===== src/rtl/regfile_sb.sv =====
// regfile_sb: register file with per-register busy/tag scoreboard, commit bypass and busy counter.
module regfile_sb #(
   parameter int XLEN = 32,
   parameter int NREG = 32,
   parameter int NRD  = 2,
   parameter int TAGW = 4,
   localparam int AW  = $clog2(NREG)
) (
   input  logic                 clk,
   input  logic                 rst,
   input  logic                 we,
   input  logic [AW-1:0]        waddr,
   input  logic [XLEN-1:0]      wdata,
   input  logic [TAGW-1:0]      wtag,
   input  logic                 iss_valid,
   input  logic [AW-1:0]        iss_rd,
   input  logic [TAGW-1:0]      iss_tag,
   input  logic                 flush,
   input  logic [NRD-1:0]       re,
   input  logic [NRD*AW-1:0]    raddr,
   output logic [NRD*XLEN-1:0]  rdata,
   output logic [NRD-1:0]       rbusy,
   output logic [NRD*TAGW-1:0]  rtag,
   output logic [AW:0]          busy_cnt
);
   logic [XLEN-1:0] regs_q [NREG];
   logic [XLEN-1:0] regs_d [NREG];
   logic [TAGW-1:0] tag_q [NREG];
   logic [TAGW-1:0] tag_d [NREG];
   logic [NREG-1:0] busy_q, busy_d;
   logic [AW:0]     cnt_q, cnt_d;
   logic            iss_hit, com_clr, inc, dec;
   logic [AW-1:0]   a;
   logic            byp;

   assign iss_hit = iss_valid && !flush && iss_rd != '0;
   assign com_clr = we && waddr != '0 && busy_q[waddr] && tag_q[waddr] == wtag;
   assign inc     = iss_hit && !busy_q[iss_rd];
   assign dec     = com_clr && !(iss_hit && iss_rd == waddr);
   assign cnt_d   = flush ? '0 : cnt_q + (AW+1)'(inc) - (AW+1)'(dec);
   assign busy_cnt = cnt_q;

   // Commit clears first so a same-cycle issue to the same register wins.
   always_comb begin
      regs_d = regs_q;
      tag_d  = tag_q;
      busy_d = busy_q;
      if (we && waddr != '0) regs_d[waddr] = wdata;
      if (com_clr) busy_d[waddr] = 1'b0;
      if (iss_hit) begin
         busy_d[iss_rd] = 1'b1;
         tag_d[iss_rd]  = iss_tag;
      end
      if (flush) busy_d = '0;
   end

   always_ff @(posedge clk) begin
      if (rst) begin
         regs_q <= '{default: '0};
         tag_q  <= '{default: '0};
         busy_q <= '0;
         cnt_q  <= '0;
      end else begin
         regs_q <= regs_d;
         tag_q  <= tag_d;
         busy_q <= busy_d;
         cnt_q  <= cnt_d;
      end
   end

   // Reads see a same-cycle commit but never a same-cycle issue.
   always_comb begin
      rdata = '0;
      rbusy = '0;
      rtag  = '0;
      a     = '0;
      byp   = 1'b0;
      for (int i = 0; i < NRD; i++) begin
         a   = raddr[i*AW +: AW];
         byp = we && waddr == a;
         if (!rst && re[i] && a != '0) begin
            rdata[i*XLEN +: XLEN] = byp ? wdata : regs_q[a];
            rbusy[i]              = busy_q[a] && !(byp && tag_q[a] == wtag);
            rtag[i*TAGW +: TAGW]  = tag_q[a];
         end
      end
   end
endmodule


===== config.mk =====
export PLATFORM = sky130hd
export DESIGN_NAME = regfile_sb
export DESIGN_NICKNAME = d
export VERILOG_FILES = /design/src/rtl/regfile_sb.sv
export SDC_FILE = /design/constraint.sdc
export NUM_CORES = 2
export LEC_CHECK = 0
export BUFFER_PORTS_ARGS = -buffer_cell sky130_fd_sc_hd__buf_2
export CAP_MARGIN = 20
export CELL_PAD_IN_SITES_DETAIL_PLACEMENT = 1
export CELL_PAD_IN_SITES_GLOBAL_PLACEMENT = 1
export CORE_MARGIN = 3
export CORE_UTILIZATION = 45
export DETAILED_ROUTE_END_ITERATION = 8
export PLACE_DENSITY_LB_ADDON = 0.25
export SLEW_MARGIN = 5
export SYNTH_ARGS = -nofsm -noshare
export SYNTH_HDL_FRONTEND = slang
export SYNTH_SLANG_ARGS = --single-unit
export TNS_END_PERCENT = 50

===== constraint.sdc =====
create_clock -name clk -period 5.07 [get_ports clk]
set_input_delay 0.507 -clock clk [delete_from_list [all_inputs] [get_ports clk]]
set_output_delay 0.507 -clock clk [all_outputs]
set_load 0.01 [all_outputs]

==> run summary <==
Final worst slack - 0.817 ns
Fin Clk Skew - 0.0327 ns
Number of global-route vias before repair - 63500
Total gr overflow - 0
Fin crit period - 4.25 ns
Area growth syn-to-layout - 10.9%
Die Y - 383 um
Storage cell area - 23800 um^2
# DRC - 0
All-Layer GR Usage - 38.4%
Hold Path Class - in -> reg
Unrepaired setup endpoints after global routing - no
Status - finished clean
# port buffers - 146
Clock latency on the worst-skew pair - 0.78 ns
First-pass GRT wire length - 421 mm
Final setup vio count - 0
Critical path peak fanout - 26
Largest area contributor in the netlist - dfxtp_1
Largest net degree at the start of global routing - 187
Pre-Repair DR Iteration Count - 6
Synth Area per Inst - 8.37 um^2
Worst-Margin Slew - 1.30 ns
Root buffer cell - clkbuf_16
Post-CTS setup buffers - 0
FILL cells - 16500
R2R Path End - busy_cnt[4]$_SDFF_PP0_
Leakage power - 23.6 nW
Starting density of the core - 45.5%
Initial DRC count - 6609
WHS Path Cells - 3
Most frequent cells in the layout - nand2_1, dfxtp_1, a21oi_1
P per Cell Area - 310 nW/um^2
Area of the multi-input gates - 37100 um^2
Fin. max-slew vios - 0
WL per Instance - 31.3 um
Post-synth top flop - dfxtp_1
Number of synthesized flops with an enable pin - 0
Met1 Use GR - 47.3%
Register area share after synthesis - 37.3%
Clock Pin Slew Worst Setup and Hold Paths - 0.06 ns
DRT antenna net count - 0
Pre-CTS setup slack - 0.132 ns
CTS tree - built
Synth top area cells - dfxtp_1, nand2_1, mux4_2
Post-synth cell types - 64
CTS-repair resized insts - 0
Fin nets - 7387
Met2 Use GR - 59.7%
Final period util - 83.9%
Max Freq - 235 MHz
Die Width - 383 um
GRT busiest layer - met2
Net Count, Synth - 7696
DIE AREA - 146000 um^2
Total CTS buffers - 140
I/O pin total - 147
Yosys Warn Count - 0
MaxCap Viol Count - 0
GP Congestion - 1.01
CTS Hold Bufs - 0
Vias per cell - 6.76
Crit end category - flop
Synth Cell Area - 63800 um^2
Arr. time, crit path - 4.86 ns
Initial antenna violation count - 13
Peak supply drop - 0.246 mV
Final HPWL DP - 175 mm
Worst Hold Path EP - busy_cnt[0]$_SDFF_PP0_
Total number of vias - 62800
#FFs+latches synth - 1190
Slew margin rel. - 13.2%
FF-to-FF setup slack - 0.89 ns
Core area - 140000 um^2
Post-Syn Instances - 7622
Final Hold Viols - 0
Met3 usage - 9.31%
Hold wc startpoint - flush
Clock tree buffer depth - 3
Data required time of the worst path - 5.67 ns
Worst R2R Path Depth - 15
Async set-or-reset flop fraction in the synthesized netlist - 0%
Critical path class - in -> reg
# rows - 137
Most common cell after layout, fill and taps aside - nand2_1
Post-synth top area share - 37.3%
TNS Setup - 0 ns
CP startpoint kind - input port
Share of layout cells above drive strength 1 - 13.8%
Final wirelength - 291 mm
# H-tree levels - 4
Clock sinks - 1190
Reg2reg start - tag_q[74]$_SDFFE_PP0P_
-- kinds of logic after synthesis --
kind of cell	after synthesis	share of synthesized area, %
xor gates and xnor gates	29	0.398
adders and majority gates	7	0.149
buffers and inverters	840	5.20
DFF	1190	37.3
AOI/OAI and AO/OA	1865	17.6
and+or+nand+nor	2693	16.9
muxes	998	22.4
-- critical path: stages --
cell     delay (ns)
buf_4          0.38
buf_4          0.42
mux4_2         0.39
a22oi_1        0.22
nand4_1        0.20
xor2_1         0.21
or4b_4         0.55
nor3_1         0.43
ha_1           0.21
inv_1          0.05
ha_1           0.20
fa_1           0.44
a21oi_1        0.16
nor2_1         0.06
nor2_1         0.13
xor2_1         0.19
nor2_1         0.07
-- power breakdown --
part	switching, mW	internal (mW)
Sequential	0.0507	9.41
Combinational	1.67	0.638
Clock	4.30	5.84
Total	6.02	15.9
-- worst max-delay path by stage --
stage	startpoint	endpoint	slack, ns	cells past startpoint
3_5_place_dp	waddr[1]	busy_cnt[4]$_SDFF_PP0_	0.13	17
6_report	waddr[1]	busy_cnt[4]$_SDFF_PP0_	0.82	17
3_3_place_gp	waddr[0]	busy_cnt[4]$_SDFF_PP0_	0.11	16
5_1_grt	waddr[1]	busy_cnt[4]$_SDFF_PP0_	0.69	17
2_1_floorplan	waddr[1]	busy_cnt[4]$_SDFF_PP0_	0.98	20
4_1_cts	waddr[1]	busy_cnt[4]$_SDFF_PP0_	0.92	17
-- synthesized netlist by cell type (25+ instances only) --
cell      number
nor2_1       177
a21oi_1     1177
dfxtp_1     1190
nor2b_1       54
buf_1         77
o21ai_0      100
nand3_1      125
buf_2         60
mux2i_1      648
a221oi_1     259
inv_1         25
clkbuf_1     638
o211ai_1      98
o22ai_1       29
a22oi_1      138
clkbuf_2      30
nand2_1     2228
mux4_2       333
-- state kept, by name, indices dropped and copies added (netlist names) --
name      count
regs_q     1024
busy_q       32
tag_q       128
busy_cnt      6
-- per-layer routing --
metal / wire length [um] / up-vias
met5: 69 / -
met4: 22600 / 10
met3: 28900 / 1093
met2: 129000 / 3504
met1: 110000 / 31800
li1: - / 26400
-- layout make-up --
class,count,area share [%]
Antenna cell,9,0.0318
Inverter,26,0.147
Sequential cell,1190,33.7
Timing Repair Buffer,363,4.07
Multi-Input combinational cell,5592,52.4
Clock inverter,40,0.458
Clock buffer,205,5.90
Tap cell,1876,3.32
-- per-stage QoR --
| stage | power, mW | utilization (%) | cell area, um^2 | std cells | hold slack [ns] |
|---|---|---|---|---|---|
| floorplan | 11.0 | - | 63800 | 7622 | 0.443 |
| global placement | 11.9 | 47.2 | 66200 | 9043 | 0.449 |
| detailed placement | 11.9 | 47.2 | 66200 | 9045 | 0.459 |
| CTS | 21.9 | 50.4 | 70700 | 9290 | 0.0987 |
| global route | 22.4 | 50.5 | 70800 | 9292 | 0.135 |
| finish | 21.9 | 50.5 | 70800 | 9301 | 0.132 |
Power figures use the tool's default switching activity.
